[src/rtl/systolic_seq_ctrl.sv]
// Sequencer for an N x N output-stationary systolic array: clears the PEs, streams K operand
// steps with per-lane skew, drains the wavefront, then pulses done. Define SYSTOLIC_SEQ_CTRL_PERF_EN
// to add a saturating busy-cycle counter on perf_cycles.
module systolic_seq_ctrl #(
  parameter int N         = 4,
  parameter int REG_WIDTH = 4,
  parameter int KW        = 4
) (
  input  logic                   clk,
  input  logic                   reset,
  input  logic                   start,
  input  logic [KW-1:0]          k_len,
  output logic                   busy,
  output logic                   done,
  output logic                   rd_en,
  output logic [KW-1:0]          rd_addr,
  input  logic [N*REG_WIDTH-1:0] a_rd_data,
  input  logic [N*REG_WIDTH-1:0] b_rd_data,
  output logic                   arr_clr,
  output logic [N*REG_WIDTH-1:0] arr_a,
  output logic [N*REG_WIDTH-1:0] arr_b
`ifdef SYSTOLIC_SEQ_CTRL_PERF_EN
  ,
  output logic [15:0]            perf_cycles
`endif
);

  localparam int DW = (2 * N > 2) ? $clog2(2 * N) : 1;
  localparam logic [DW-1:0] DRAIN_LAST = DW'(2 * N - 1);

  typedef enum logic [2:0] {
    IDLE,
    CLEAR,
    FEED,
    DRAIN,
    DONE
  } state_t;

  state_t        state_q, state_n;
  logic [KW-1:0] k_q, k_n;
  logic [KW-1:0] addr_n;
  logic [DW-1:0] drain_q, drain_n;
  logic          clr_q;

  always_ff @(posedge clk) begin
    if (reset) state_q <= IDLE;
    else       state_q <= state_n;
  end

  always_comb begin
    state_n = state_q;
    k_n     = k_q;
    addr_n  = rd_addr;
    drain_n = drain_q;
    case (state_q)
      IDLE: begin
        if (start) begin
          state_n = CLEAR;
          k_n     = k_len;
        end
      end
      CLEAR: begin
        addr_n  = '0;
        drain_n = '0;
        state_n = (k_q != '0) ? FEED : DRAIN;
      end
      FEED: begin
        if (rd_addr == k_q - 1'b1) state_n = DRAIN;
        else                       addr_n  = rd_addr + 1'b1;
      end
      DRAIN: begin
        if (drain_q == DRAIN_LAST) state_n = DONE;
        else                       drain_n = drain_q + 1'b1;
      end
      DONE:    state_n = IDLE;
      default: state_n = IDLE;
    endcase
  end

  // Outputs are decoded from the next state so they line up with state_q as true flops
  always_ff @(posedge clk) begin
    if (reset) begin
      k_q     <= '0;
      rd_addr <= '0;
      drain_q <= '0;
      busy    <= 1'b0;
      done    <= 1'b0;
      rd_en   <= 1'b0;
      clr_q   <= 1'b0;
    end else begin
      k_q     <= k_n;
      rd_addr <= addr_n;
      drain_q <= drain_n;
      busy    <= (state_n != IDLE);
      done    <= (state_n == DONE);
      rd_en   <= (state_n == FEED);
      clr_q   <= (state_n == CLEAR);
    end
  end

  assign arr_clr = reset | clr_q;

  // p0: operand memory returns data one cycle after rd_en
  logic         vld_p0;
  logic [N-1:0] vld_sk;

  always_ff @(posedge clk) begin
    if (reset) begin
      vld_p0 <= 1'b0;
      vld_sk <= '0;
    end else begin
      vld_p0    <= rd_en;
      vld_sk[0] <= vld_p0;
      for (int s = 1; s < N; s++) vld_sk[s] <= vld_sk[s-1];
    end
  end

  // Skew stages: lane i sits i+1 registers behind memory; validity is shared per depth
  for (genvar i = 0; i < N; i++) begin : g_lane
    logic [REG_WIDTH-1:0] a_p [0:i];
    logic [REG_WIDTH-1:0] b_p [0:i];

    always_ff @(posedge clk) begin
      a_p[0] <= a_rd_data[i*REG_WIDTH +: REG_WIDTH];
      b_p[0] <= b_rd_data[i*REG_WIDTH +: REG_WIDTH];
      for (int s = 1; s <= i; s++) begin
        a_p[s] <= a_p[s-1];
        b_p[s] <= b_p[s-1];
      end
    end

    assign arr_a[i*REG_WIDTH +: REG_WIDTH] = vld_sk[i] ? a_p[i] : '0;
    assign arr_b[i*REG_WIDTH +: REG_WIDTH] = vld_sk[i] ? b_p[i] : '0;
  end

`ifdef SYSTOLIC_SEQ_CTRL_PERF_EN
  function automatic logic [15:0] sat_inc16(input logic [15:0] v);
    return (v == 16'hFFFF) ? v : v + 16'd1;
  endfunction

  always_ff @(posedge clk) begin
    if (reset)                         perf_cycles <= '0;
    else if (state_q == IDLE && start) perf_cycles <= '0;
    else if (busy)                     perf_cycles <= sat_inc16(perf_cycles);
  end
`endif

endmodule

[config.mk]
export PLATFORM = sky130hd
export DESIGN_NAME = systolic_seq_ctrl
export DESIGN_NICKNAME = d
export VERILOG_FILES = /design/src/rtl/systolic_seq_ctrl.sv
export SDC_FILE = /design/constraint.sdc
export NUM_CORES = 1
export LEC_CHECK = 0
export ABC_AREA = 1
export BUFFER_PORTS_ARGS = -buffer_cell sky130_fd_sc_hd__buf_2
export CAP_MARGIN = 10
export CORE_MARGIN = 2
export CORE_UTILIZATION = 30
export DETAILED_ROUTE_END_ITERATION = 8
export PLACE_DENSITY = 0.55
export SYNTH_ARGS = -nofsm -noshare
export SYNTH_HDL_FRONTEND = slang
export SYNTH_SLANG_ARGS = --single-unit
[constraint.sdc]
create_clock -name clk -period 1.72 [get_ports clk]
set_clock_uncertainty 0.1 [all_clocks]
set_input_delay 0.516 -clock clk [delete_from_list [all_inputs] [get_ports clk]]
set_output_delay 0.516 -clock clk [all_outputs]
set_load 0.01 [all_outputs]
* Yosys cells after proc, flatten, opt, wreduce, memory -nomap -nowiden
Memory sizes are Yosys's and may differ from the RTL's. Cells that the tools add are included.
Word-level totals: logic and storage cells 57, register bits after elaboration 23, memories kept 8, latch bits 0, bits in writable memories 80, input port bits 39, bits in read-only memories 0
Cells by class: equal/unequal tests 10, $mul 0, muxes and demuxes 17, reductions and logical operators 8, $lt $le $gt $ge 0, shift-type cells 0, bitwise logic cells 1, $add $sub $neg 3, div/mod/pow operators 0
Memory list:
- g_lane[3].a_p | words 4, bits a word 4, read ports 4, clocked after Yosys merged registers in 0, write ports 4, line 120 | logic [REG_WIDTH-1:0] a_p [0:i];
- g_lane[3].b_p | words 4, bits a word 4, read ports 4, clocked after Yosys merged registers in 0, write ports 4, line 121 | logic [REG_WIDTH-1:0] b_p [0:i];
- g_lane[2].a_p | words 3, bits a word 4, read ports 3, clocked after Yosys merged registers in 0, write ports 3, line 120
- g_lane[2].b_p | words 3, bits a word 4, read ports 3, clocked after Yosys merged registers in 0, write ports 3, line 121
- g_lane[1].a_p | words 2, bits a word 4, read ports 2, clocked after Yosys merged registers in 0, write ports 2, line 120
- g_lane[1].b_p | words 2, bits a word 4, read ports 2, clocked after Yosys merged registers in 0, write ports 2, line 121
- +2 memories
Operators with widths (number):
- $mux W4 | 9
- $mux W3 | 4
- $pmux W3 S4 | 1
- $eq A3 B2 Y1 const B | 3
- $pmux W4 S2 | 1
- $eq A3 B1 Y1 const B | 2
- $eq A3 B3 Y1 const B | 2
- $pmux W3 S2 | 1
- $reduce_and A2 Y1 | 3
- $add A4 B1 Y4 const B | 1
- $eq A4 B4 Y1 | 1
- $ne A2 B2 Y1 const B | 2
- $reduce_bool A2 Y1 | 2
- $reduce_bool A4 Y1 | 1
- $sub A4 B1 Y4 const B | 1
- $add A3 B1 Y3 const B | 1
- $logic_not A3 Y1 | 1
- $reduce_bool A3 Y1 | 1
- $mux W1 | 1
- $or A1 B1 Y1 | 1

* Depth between registers and ports, before layout
Gate-level depths: netlist (run 1).
depth after elaboration 5, gate-level depth with buffers 13

* Worst setup path before layout (run 1)
No wires, ideal clock.
path type input -> output, start in reset, end out arr_clr, buffers on the path 1, data required time 1104 ps, arrival time 974 ps, stages on the path 2, path slack 130 ps, cells stage by stage buf_2 or2_2
Between the ends: word-level cells in the longest chain between the ends 1
RTL lines:
- from (decl) | line 10 | input logic reset,
- $or A1 B1 Y1 | line 101 | assign arr_clr = reset | clr_q;
- to (decl) | line 19 | output logic arr_clr,
No other way between the ends.

* Worst setup path after layout (run 1)
start reg vld_sk[0], end out arr_a[1]
Between the ends: word-level cells in the longest chain between the ends 1
RTL lines:
- from (decl) | line 105 | logic [N-1:0] vld_sk;
- from (signal assigned) | line 113 | vld_sk[0] <= vld_p0;
- $mux W4 | line 132 | assign arr_a[i*REG_WIDTH +: REG_WIDTH] = vld_sk[i] ? a_p[i] : '0;
- to (decl) | line 20 | output logic [N*REG_WIDTH-1:0] arr_a,
No other way between the ends.

==> impl_metrics.toml, run 1 <==
[critical_path]
r2r-start = "k_q[0]$_SDFFE_PP0P_"
startpoint_type = "register"
r2r_cells = 12
criticalPathCategory = "register to output port"
crit_arrival_ns = 1.05
r2r_end = "rd_addr[1]$_SDFFE_PP0P_"
cp_max_fo = 4
rrSetupSlack_ns = 0.12
end_kind = "output port"
crit_required_ns = 1.10

[synthesis]
synthAdderAreaFrac = 0.01697
synthTopCellsByCount = "103 x dfxtp_1, 58 x nand2_1, 51 x inv_1, 17 x nor2_1, 8 x nand3_1"
syn_area_per_cell_um2 = 10.31
synthTopCellsByArea = "dfxtp_1 70%, nand2_1 7.4%, inv_1 6.5%"
synth_enable_flop_cells = 0
synthArstFlopShare = 0
synth_xor_xnor_area_share = 0.01188
synth_fp_nets = 329
post-synth-top-count-cell = "dfxtp_1"
yosysSeqAreaShare = 0.6992
ys_ff_latch = 103
synthMuxAreaShare = 0
synth_top_flop_cell = "dfxtp_1"
synth_top_family_by_area = "simple AND/OR/NAND/NOR gates"
yosysTopAreaCellShare = 0.6992
postSynthCellCount = 286
ys_types = 26
synth-compound-area-share = 0.03606
synth-simple-area-share = 0.1604
synth_area_um2 = 2949
yosysWarnings = 0
synth_largest_area_cell = "dfxtp_1"

[clock_tree]
cts_tree = "done"
clock-sinks = 103
worstSkewPairLatency_ns = 0.35
cts_hold_buf = 0
htreeDepth = 3
cts-root-buf = "clkbuf_8"
ctsLongestPathBuffers = 2
cts_buffers = 9
clkTransAtPathRegs_ns = 0.10

[drt]
drc_errors = 0
wl_um = 4884
first_pass_iters = 4
routedWlPerCell_um = 9.576
vias = 1914
ant_nets = 0
dr.first_iter.drc_count = 45
viasPerCell = 3.753

[power_and_ir_drop]
ir_worst_vdd_mv = 0.4727
clock_power_share = 0.314
swShare = 0.2539
power_mw = 4.331
p_seq_frac = 0.596
leakage_nw = 1.983
p_int_mw = 3.232
combPwrFrac = 0.089
p_sw_mw = 1.100
powerDensity_nw_per_um2 = 1159

[die]
die_y_um = 103.1
die_area_um2 = 10640
start_util = 0.3059
core_area_um2 = 9639
num_io_pins = 79
row_count = 36
dieWidth_um = 103.1

[place]
hpwl_um = 3544
place_inst = 494
io_buffers = 78
dpl_worst_slack_ns = 0.04824
place.gp.congestion = 0.7226

[sta]
worst_pin_slew_ns = 0.2560
slew_headroom = 0.8291
max_freq_mhz = 601.4
period_share = 0.9668
finalSetupViolCount = 0
setup_slack_ns = 0.05716
drv_slew = 0
rsz0062_at_grt = "yes"
whs_ns = 0.1598
period_needed_ns = 1.663
hold_viol = 0

[grt]
groute.usage.overall = 0.09851
antenna_found_initial = 0
grt_pass1_vias = 1795
grt_pass1_wl_um = 7838
globalRouteOverflowTotal = 0
grt_max_degree = 19

[final_layout]
stdcell_count = 510
antenna_cells = 0
fillers = 1001
register_area_um2 = 2079
fin_util = 0.3877
area_growth_pct = 26.73
layout.nets = 416
drive_gt1_frac = 0.3422
multiInputGateArea_um2 = 684.4

[run]
drv_cap = 0

[status]
status = "finished clean"

[worst_hold_path]
hold_path_depth = 1
hold_path_class = "input port to register"
hold_path.startpoint = "b_rd_data[12]"
whs_endpoint = "g_lane[3].b_p[0][0]$_DFF_P_"
-- kinds of logic (layout without fill, tap and decap cells) --
group           after synthesis  in the layout
simple gates                 99             99
buf+inv                      59            150
fa+ha+maj                     4              4
flops                       103            103
xor+xnor                      4              4
compound gates               17             17
-- area by class of cell --
class / instances / area share
Sequential cell: 103 / 0.5564
Inverter: 53 / 0.05323
Clock inverter: 6 / 0.01540
Timing Repair Buffer: 82 / 0.1142
Multi-Input combinational cell: 124 / 0.1831
Tap cell: 133 / 0.04453
Clock buffer: 9 / 0.03314
-- cell usage in the layout, fill, tap and decap left out, types with 4 or more instances in the layout --
cell	instances
o21ai_0	5
inv_1	49
dfxtp_1	97
nand2_1	56
nand2_4	4
inv_2	4
clkbuf_8	9
buf_2	77
dfxtp_4	4
nand3_1	8
a21oi_1	6
buf_4	4
nor2_1	17
-- repair_timing --
action	in CTS	in global routing
setup buffers	1	0
setup endpoints to repair	27	29
pin swaps	0	5
gates resized for setup	5	12
-- layer usage --
metal  wire length [µm]  track usage  share of wire  up-vias
li1                   -            -              -     1017
met1               2234       0.1147           0.46      846
met2               2296       0.1608           0.47       45
met3                259      0.03119          0.053        6
met4                 93      0.05466          0.019        0
met5                  0            0              0        -
-- how the worst max path moves through the flow --
stage	depth (start not counted)	slack (ns)	to	from
finish	4	0.06	arr_a[1]	vld_sk[0]$_SDFF_PP0_
global route	4	-0.03	arr_b[1]	vld_sk[0]$_SDFF_PP0_
CTS	2	0.01	arr_clr	clr_q$_SDFF_PP0_
detailed placement	3	0.05	arr_clr	reset
global placement	3	0.04	arr_clr	reset
floorplan	2	0.13	arr_clr	reset
-- power groups by stage --
stage               sequential, mW  clock [mW]  combinational [mW]
floorplan                     2.63           0               0.249
global placement              2.64           0               0.359
detailed placement            2.65           0               0.370
CTS                           2.59        1.44               0.374
global route                  2.60        1.54               0.439
finish                        2.58        1.36               0.387
-- flip-flops by register name (all words and copies together), names as in the netlist, 3 cells and up --
name / cells
g_lane.a_p: 40
g_lane.b_p: 40
k_q: 4
rd_addr: 4
vld_sk: 4
drain_q: 3
state_q: 3
-- critical path, cell delays in order (launching register included) --
cell	delay, ns
dfxtp_4	0.35
buf_4	0.15
nand2_1	0.05
inv_1	0.03
buf_2	0.13
-- through the flow --
stage	TNS, ns	cell area [µm²]
floorplan	0	2949
global placement	0	3505
detailed placement	0	3505
CTS	0	3701
global route	-0.1791	3737
finish	0	3737
(Power assumes the default switching activity.)
==> inputs of run 2 (changes only) <==
--- a/config.mk
+++ b/config.mk
@@ -5,13 +5,13 @@
 export SDC_FILE = /design/constraint.sdc
 export NUM_CORES = 1
 export LEC_CHECK = 0
-export ABC_AREA = 1
 export BUFFER_PORTS_ARGS = -buffer_cell sky130_fd_sc_hd__buf_2
 export CAP_MARGIN = 10
 export CORE_MARGIN = 2
 export CORE_UTILIZATION = 30
+export CTS_CLUSTER_DIAMETER = 50
 export DETAILED_ROUTE_END_ITERATION = 8
-export PLACE_DENSITY = 0.55
+export PLACE_DENSITY = 0.56
 export SYNTH_ARGS = -nofsm -noshare
 export SYNTH_HDL_FRONTEND = slang
 export SYNTH_SLANG_ARGS = --single-unit
==> run 2 against run 1 <==
  * Wire length fell by 2.9%
  * Worst setup slack worse by 0.025 ns
  * Synthesized area decreased by 3.2%
  * Die area down 3.1%
  * Core utilization grew 1.3 points
  * Flip-flop and latch count is the same
  * Non-clock buffer count increased by 8
  * Cell area is 0.80% lower
  * Count of clock-buffer cells in the layout rose by 2
  * Largest power group unchanged
==> impl_metrics.toml, run 2 <==
[final_layout]
final_cell_mix = "98 x dfxtp_1, 77 x buf_2, 32 x and2_1"
postLayoutCellArea_um2 = 3707
drive_gt1_frac = 0.3832
antenna_cells = 0
layout_commonest_cell = "dfxtp_1"
layout.nets = 359
top_regs = "g_lane.a_p: 40 flops, g_lane.b_p: 40 flops"
area_growth_pct = 29.84

[synthesis]
synth_fp_nets = 263
synthTopCellsByCount = "103 x dfxtp_1, 32 x and2_1, 12 x nor2_1, 6 x nor2b_1, 6 x nor3b_1"
synth_largest_area_cell = "dfxtp_1"
synth_enable_flop_cells = 0
ys_types = 35
ys_ff_latch = 103
postSynthCellCount = 220
post-synth-top-count-cell = "dfxtp_1"
yosysWarnings = 0
yosysTopAreaCellShare = 0.7222
synth_top_flop_cell = "dfxtp_1"
synthTopCellsByArea = "dfxtp_1 72%, and2_1 7.0%, ha_1 1.8%"
synthArstFlopShare = 0
yosysSeqAreaShare = 0.7222
syn_area_per_cell_um2 = 12.98
synth_area_um2 = 2855

[grt]
grt_pass1_vias = 1565
antenna_found_initial = 0
grt_pass1_wl_um = 7231
globalRouteOverflowTotal = 0
groute.usage.overall = 0.09423
grt_max_degree = 18

[clock_tree]
cts_buffers = 9
htreeDepth = 3
worstSkewPairLatency_ns = 0.35
clock-sinks = 103
clkTransAtPathRegs_ns = 0.10
post-cts-setup-buffers = 0
ctsLongestPathBuffers = 2
cts-root-buf = "clkbuf_8"
cts_tree = "done"

[sta]
slew_headroom = 0.7675
drv_slew = 0
period_share = 0.9811
whs_ns = 0.1568
finalSetupViolCount = 0
period_needed_ns = 1.687
max_freq_mhz = 592.6
hold_viol = 0
rsz0062_at_grt = "yes"
worst_pin_slew_ns = 0.3470

[critical_path]
end_kind = "register"
cp_max_fo = 7
crit_required_ns = 1.87
startpoint_type = "register"
criticalPathCategory = "register to register"
crit_arrival_ns = 1.84

[die]
die_area_um2 = 10310
die_y_um = 101.6
num_io_pins = 79
core_area_um2 = 9240
start_util = 0.3090
row_count = 35
dieWidth_um = 101.6

[drt]
vias = 1770
first_pass_iters = 4
dr.first_iter.drc_count = 52
ant_nets = 0
wl_um = 4741
drc_errors = 0
viasPerCell = 3.933
routedWlPerCell_um = 10.54

[place]
placedInstanceArea_um2 = 3475
io_buffers = 78
hpwl_um = 3363
place.gp.congestion = 0.7317

[power_and_ir_drop]
powerDensity_nw_per_um2 = 1134
power_mw = 4.205
ir_worst_vdd_mv = 0.3896
leakage_nw = 1.712

[worst_hold_path]
hold_path_class = "input port to register"

[status]
status = "finished clean"

[run]
drv_cap = 0
==> run 2: cell type report <==
cell class	instances	area (µm²)
fill	929	5533
sequential	103	2071
multi-input combinational	109	794.5
timing repair buffer	90	486.7
tap	129	161.4
clock buffer	11	141.4
clock inverter	5	41.29
inverter	3	11.26
==> run 2: path summary, 6_finish.rpt <==
check,start,to,cells past startpoint,slack (ns)
hold reg to reg,g_lane[3].a_p[2][0]$_DFF_P_,g_lane[3].a_p[3][0]$_DFF_P_,0,0.23
setup reg to reg,k_q[0]$_SDFFE_PP0P_,rd_addr[2]$_SDFFE_PP0P_,6,0.03
hold / removal,b_rd_data[13],g_lane[3].b_p[0][1]$_DFF_P_,1,0.16
setup / recovery,k_q[0]$_SDFFE_PP0P_,rd_addr[2]$_SDFFE_PP0P_,6,0.03
==> run 2: logic make-up (layout without fill, tap and decap cells) <==
kind of cell	Yosys count	count (layout)	synth area share
buffers and inverters	8	109	0.01183
XOR/XNOR	6	6	0.02410
adder cells (fa/ha/maj)	4	4	0.01753
multiplexers	4	4	0.01402
flip-flops	103	103	0.7222
AND/OR/NAND/NOR	80	80	0.1700
AO/OA/AOI/OAI	15	15	0.04031
==> run 2: timing repair <==
item | 4_1_cts | 5_1_grt
hold buffers | 0 | 0
pin swaps | 4 | 0
gates resized for setup | 12 | 3
endpoints found under the setup margin | 37 | 5
==> run 2: per-stage QoR <==
| step | cells | TNS, ns | setup slack, ns | util |
|---|---|---|---|---|
| 2_1_floorplan | 220 | -0.03547 | -0.03547 | - |
| 3_3_place_gp | 434 | -0.06706 | -0.06706 | 0.3760 |
| 3_5_place_dp | 434 | -0.2016 | -0.09871 | 0.3760 |
| 4_1_cts | 450 | 0 | 0.009806 | 0.3996 |
| 5_1_grt | 450 | -0.1231 | -0.04521 | 0.4012 |
| 6_report | 450 | 0 | 0.03253 | 0.4012 |
==> run 2: worst max-delay path: stages (launching register included) <==
cell       delay (ns)
dfxtp_2          0.35
inv_2            0.05
ha_4             0.24
xnor2_2          0.14
nor3_4           0.32
a2111oi_2        0.12
a311o_1          0.27
==> run 2: report_power, final <==
| group | total (mW) | switching, mW | internal [mW] |
|---|---|---|---|
| sequential | 2.55 | 0.0418 | 2.51 |
| clock | 1.37 | 0.797 | 0.576 |
| combinational | 0.282 | 0.132 | 0.150 |
| total | 4.20 | 0.971 | 3.23 |
==> run 2: routing by layer <==
layer	track usage	vias to the layer above	wire, µm	part of all wire
met5	0	-	0	0
met2	0.1488	54	2197	0.46
met3	0.03865	8	346	0.073
met4	0.04990	0	80	0.017
li1	-	915	-	-
met1	0.1093	793	2116	0.45
==> inputs of run 3 (changes only) <==
--- a/config.mk
+++ b/config.mk
@@ -7,11 +7,13 @@
 export LEC_CHECK = 0
 export BUFFER_PORTS_ARGS = -buffer_cell sky130_fd_sc_hd__buf_2
 export CAP_MARGIN = 10
+export CELL_PAD_IN_SITES_DETAIL_PLACEMENT = 1
+export CELL_PAD_IN_SITES_GLOBAL_PLACEMENT = 1
 export CORE_MARGIN = 2
 export CORE_UTILIZATION = 30
 export CTS_CLUSTER_DIAMETER = 50
 export DETAILED_ROUTE_END_ITERATION = 8
-export PLACE_DENSITY = 0.56
+export PLACE_DENSITY = 0.66
 export SYNTH_ARGS = -nofsm -noshare
 export SYNTH_HDL_FRONTEND = slang
 export SYNTH_SLANG_ARGS = --single-unit
==> constraint.sdc (replaced) <==
create_clock -name clk -period 2 [get_ports clk]
set_clock_uncertainty 0.1 [all_clocks]
set_input_delay 0.6 -clock clk [delete_from_list [all_inputs] [get_ports clk]]
set_output_delay 0.6 -clock clk [all_outputs]
set_load 0.01 [all_outputs]
==> run 3 against run 2 <==
  * Final cell count decreased by 1.3%
  * Critical path depth is the same
  * Flip-flop and latch count did not move
  * Cell area down 2.5%
  * Hold slack improved by 0.074 ns
  * Count of clock-buffer cells in the layout down 2
  * Combinational power down 22%
  * Register-to-register slack better by 0.07 ns
  * Critical path type unchanged
  * Largest cell class unchanged
==> impl_metrics.toml, run 3 (synthesis results as in run 2) <==
[status]
status = "finished clean"

[clock_tree]
ctsLongestPathBuffers = 2
htreeDepth = 3
cts-root-buf = "clkbuf_8"
clkTransAtPathRegs_ns = 0.11
worstSkewPairLatency_ns = 0.35
cts_hold_buf = 0
cts_tree = "done"
clock-sinks = 103
cts_buffers = 9

[power_and_ir_drop]
leakage_nw = 1.683
p_int_mw = 2.752
p_sw_mw = 0.8794
power_mw = 3.631
ir_worst_vdd_mv = 0.3948
powerDensity_nw_per_um2 = 1004
combPwrFrac = 0.061
clock_power_share = 0.334
p_seq_frac = 0.605
swShare = 0.2422

[critical_path]
crit_slowest_cell = "dfxtp_1"
crit_arrival_ns = 2.05
max_stage_delay_ns = 0.39
crit_required_ns = 2.15
critPathTopFamily = "compound AO/OA/AOI/OAI gates"
criticalPathCategory = "register to register"
startpoint_type = "register"
end_kind = "register"
crit_buf_inv = 1
cp_max_fo = 6
crit_chain = "inv_1, ha_1, xor3_2, nor3_4, a2111oi_2, a311o_1"

[die]
dieWidth_um = 101.6
num_io_pins = 79
die_area_um2 = 10310
die_y_um = 101.6
start_util = 0.3090
core_area_um2 = 9240
row_count = 35

[drt]
ant_nets = 0
vias = 1813
routedWlPerCell_um = 11.64
dr.first_iter.drc_count = 43
drc_errors = 0
viasPerCell = 4.083
wl_um = 5169
first_pass_iters = 3

[final_layout]
layout.nets = 353
fin_util = 0.3913
drive_gt1_frac = 0.3397
antenna_cells = 0
layout_commonest_cell = "dfxtp_1"
top_regs = "g_lane.a_p: 40 flops, g_lane.b_p: 40 flops"
final_cell_mix = "103 x dfxtp_1, 78 x buf_2, 32 x and2_1"
area_growth_pct = 26.64

[grt]
grt_pass1_wl_um = 8266
grt_util_met3 = 0.03313
antenna_found_initial = 0
grt_pass1_vias = 1749
globalRouteOverflowTotal = 0
grt_max_degree = 24
met2_usage = 0.1797
top_usage_layer = "met2"
groute.usage.overall = 0.1054
grt_use_met1 = 0.1223

[place]
io_buffers = 78
place.gp.congestion = 0.7979
hpwl_um = 3791

[sta]
rsz0062_at_grt = "no"
period_share = 0.9503
drv_slew = 0
hold_viol = 0
slew_headroom = 0.5775
max_freq_mhz = 526.1
worst_pin_slew_ns = 0.6324
finalSetupTns_ns = 0
finalSetupViolCount = 0
period_needed_ns = 1.901

[run]
drv_cap = 0

[worst_hold_path]
hold_path_class = "register to register"
==> run 3: cell types whose count changed in the layout (fill, tap and decap cells not counted), sizes merged <==
cell	delta
inv	+4
clkinv	+2
clkinvlp	-4
buf	-6
clkbuf	-2
==> run 3: final timing paths <==
path                          startpoint                           to  slack [ns]  depth (start not counted)
max                  k_q[0]$_SDFFE_PP0P_      rd_addr[2]$_SDFFE_PP0P_         0.1                          6
min          g_lane[3].b_p[2][0]$_DFF_P_  g_lane[3].b_p[3][0]$_DFF_P_        0.23                          0
max reg2reg          k_q[0]$_SDFFE_PP0P_      rd_addr[2]$_SDFFE_PP0P_         0.1                          6
min reg2reg  g_lane[3].b_p[2][0]$_DFF_P_  g_lane[3].b_p[3][0]$_DFF_P_        0.23                          0
==> run 3: worst reg2reg max path, stage by stage, from the launching register on <==
cell	delay (ns)
dfxtp_1	0.39
inv_1	0.08
ha_1	0.21
xor3_2	0.25
nor3_4	0.33
a2111oi_2	0.12
a311o_1	0.33
==> run 3: layout make-up <==
class,count,area (µm²)
clock inverters,7,62.56
multi-input cells,109,759.5
flip-flops and latches,103,2062
inverters,3,11.26
repair buffers,84,435.4
clock buffers,9,123.9
fillers,1018,5624
well taps,129,161.4
==> run 3: repair_timing <==
action / 4_1_cts / 5_1_grt
resized for setup: 0 / 0
setup buffers: 0 / 1
setup endpoints to repair: 0 / 1
==> run 3: power by group through the flow <==
| stage | clock [mW] | combinational [mW] | sequential (mW) |
|---|---|---|---|
| global placement | 0 | 0.214 | 2.24 |
| CTS | 1.29 | 0.223 | 2.20 |
| global route | 1.38 | 0.244 | 2.21 |
| detailed placement | 0 | 0.222 | 2.25 |
| finish | 1.21 | 0.220 | 2.20 |
| floorplan | 0 | 0.131 | 2.23 |
==> run 3: layer usage <==
metal,share of wire,up-vias,routed length (µm)
li1,-,907,-
met1,0.42,848,2166
met2,0.51,51,2627
met3,0.057,7,297
met4,0.015,0,77
met5,0,-,0
==> run 3: stage by stage <==
stage / hold WS, ns / instances / cell area, µm² / setup slack, ns
2_1_floorplan: 0.2096 / 220 / 2855 / 0.2187
3_3_place_gp: 0.2096 / 427 / 3422 / 0.1507
3_5_place_dp: 0.2135 / 427 / 3422 / 0.07229
4_1_cts: 0.2158 / 443 / 3608 / 0.06093
5_1_grt: 0.2023 / 444 / 3616 / 0.02240
6_report: 0.2306 / 444 / 3616 / 0.09936
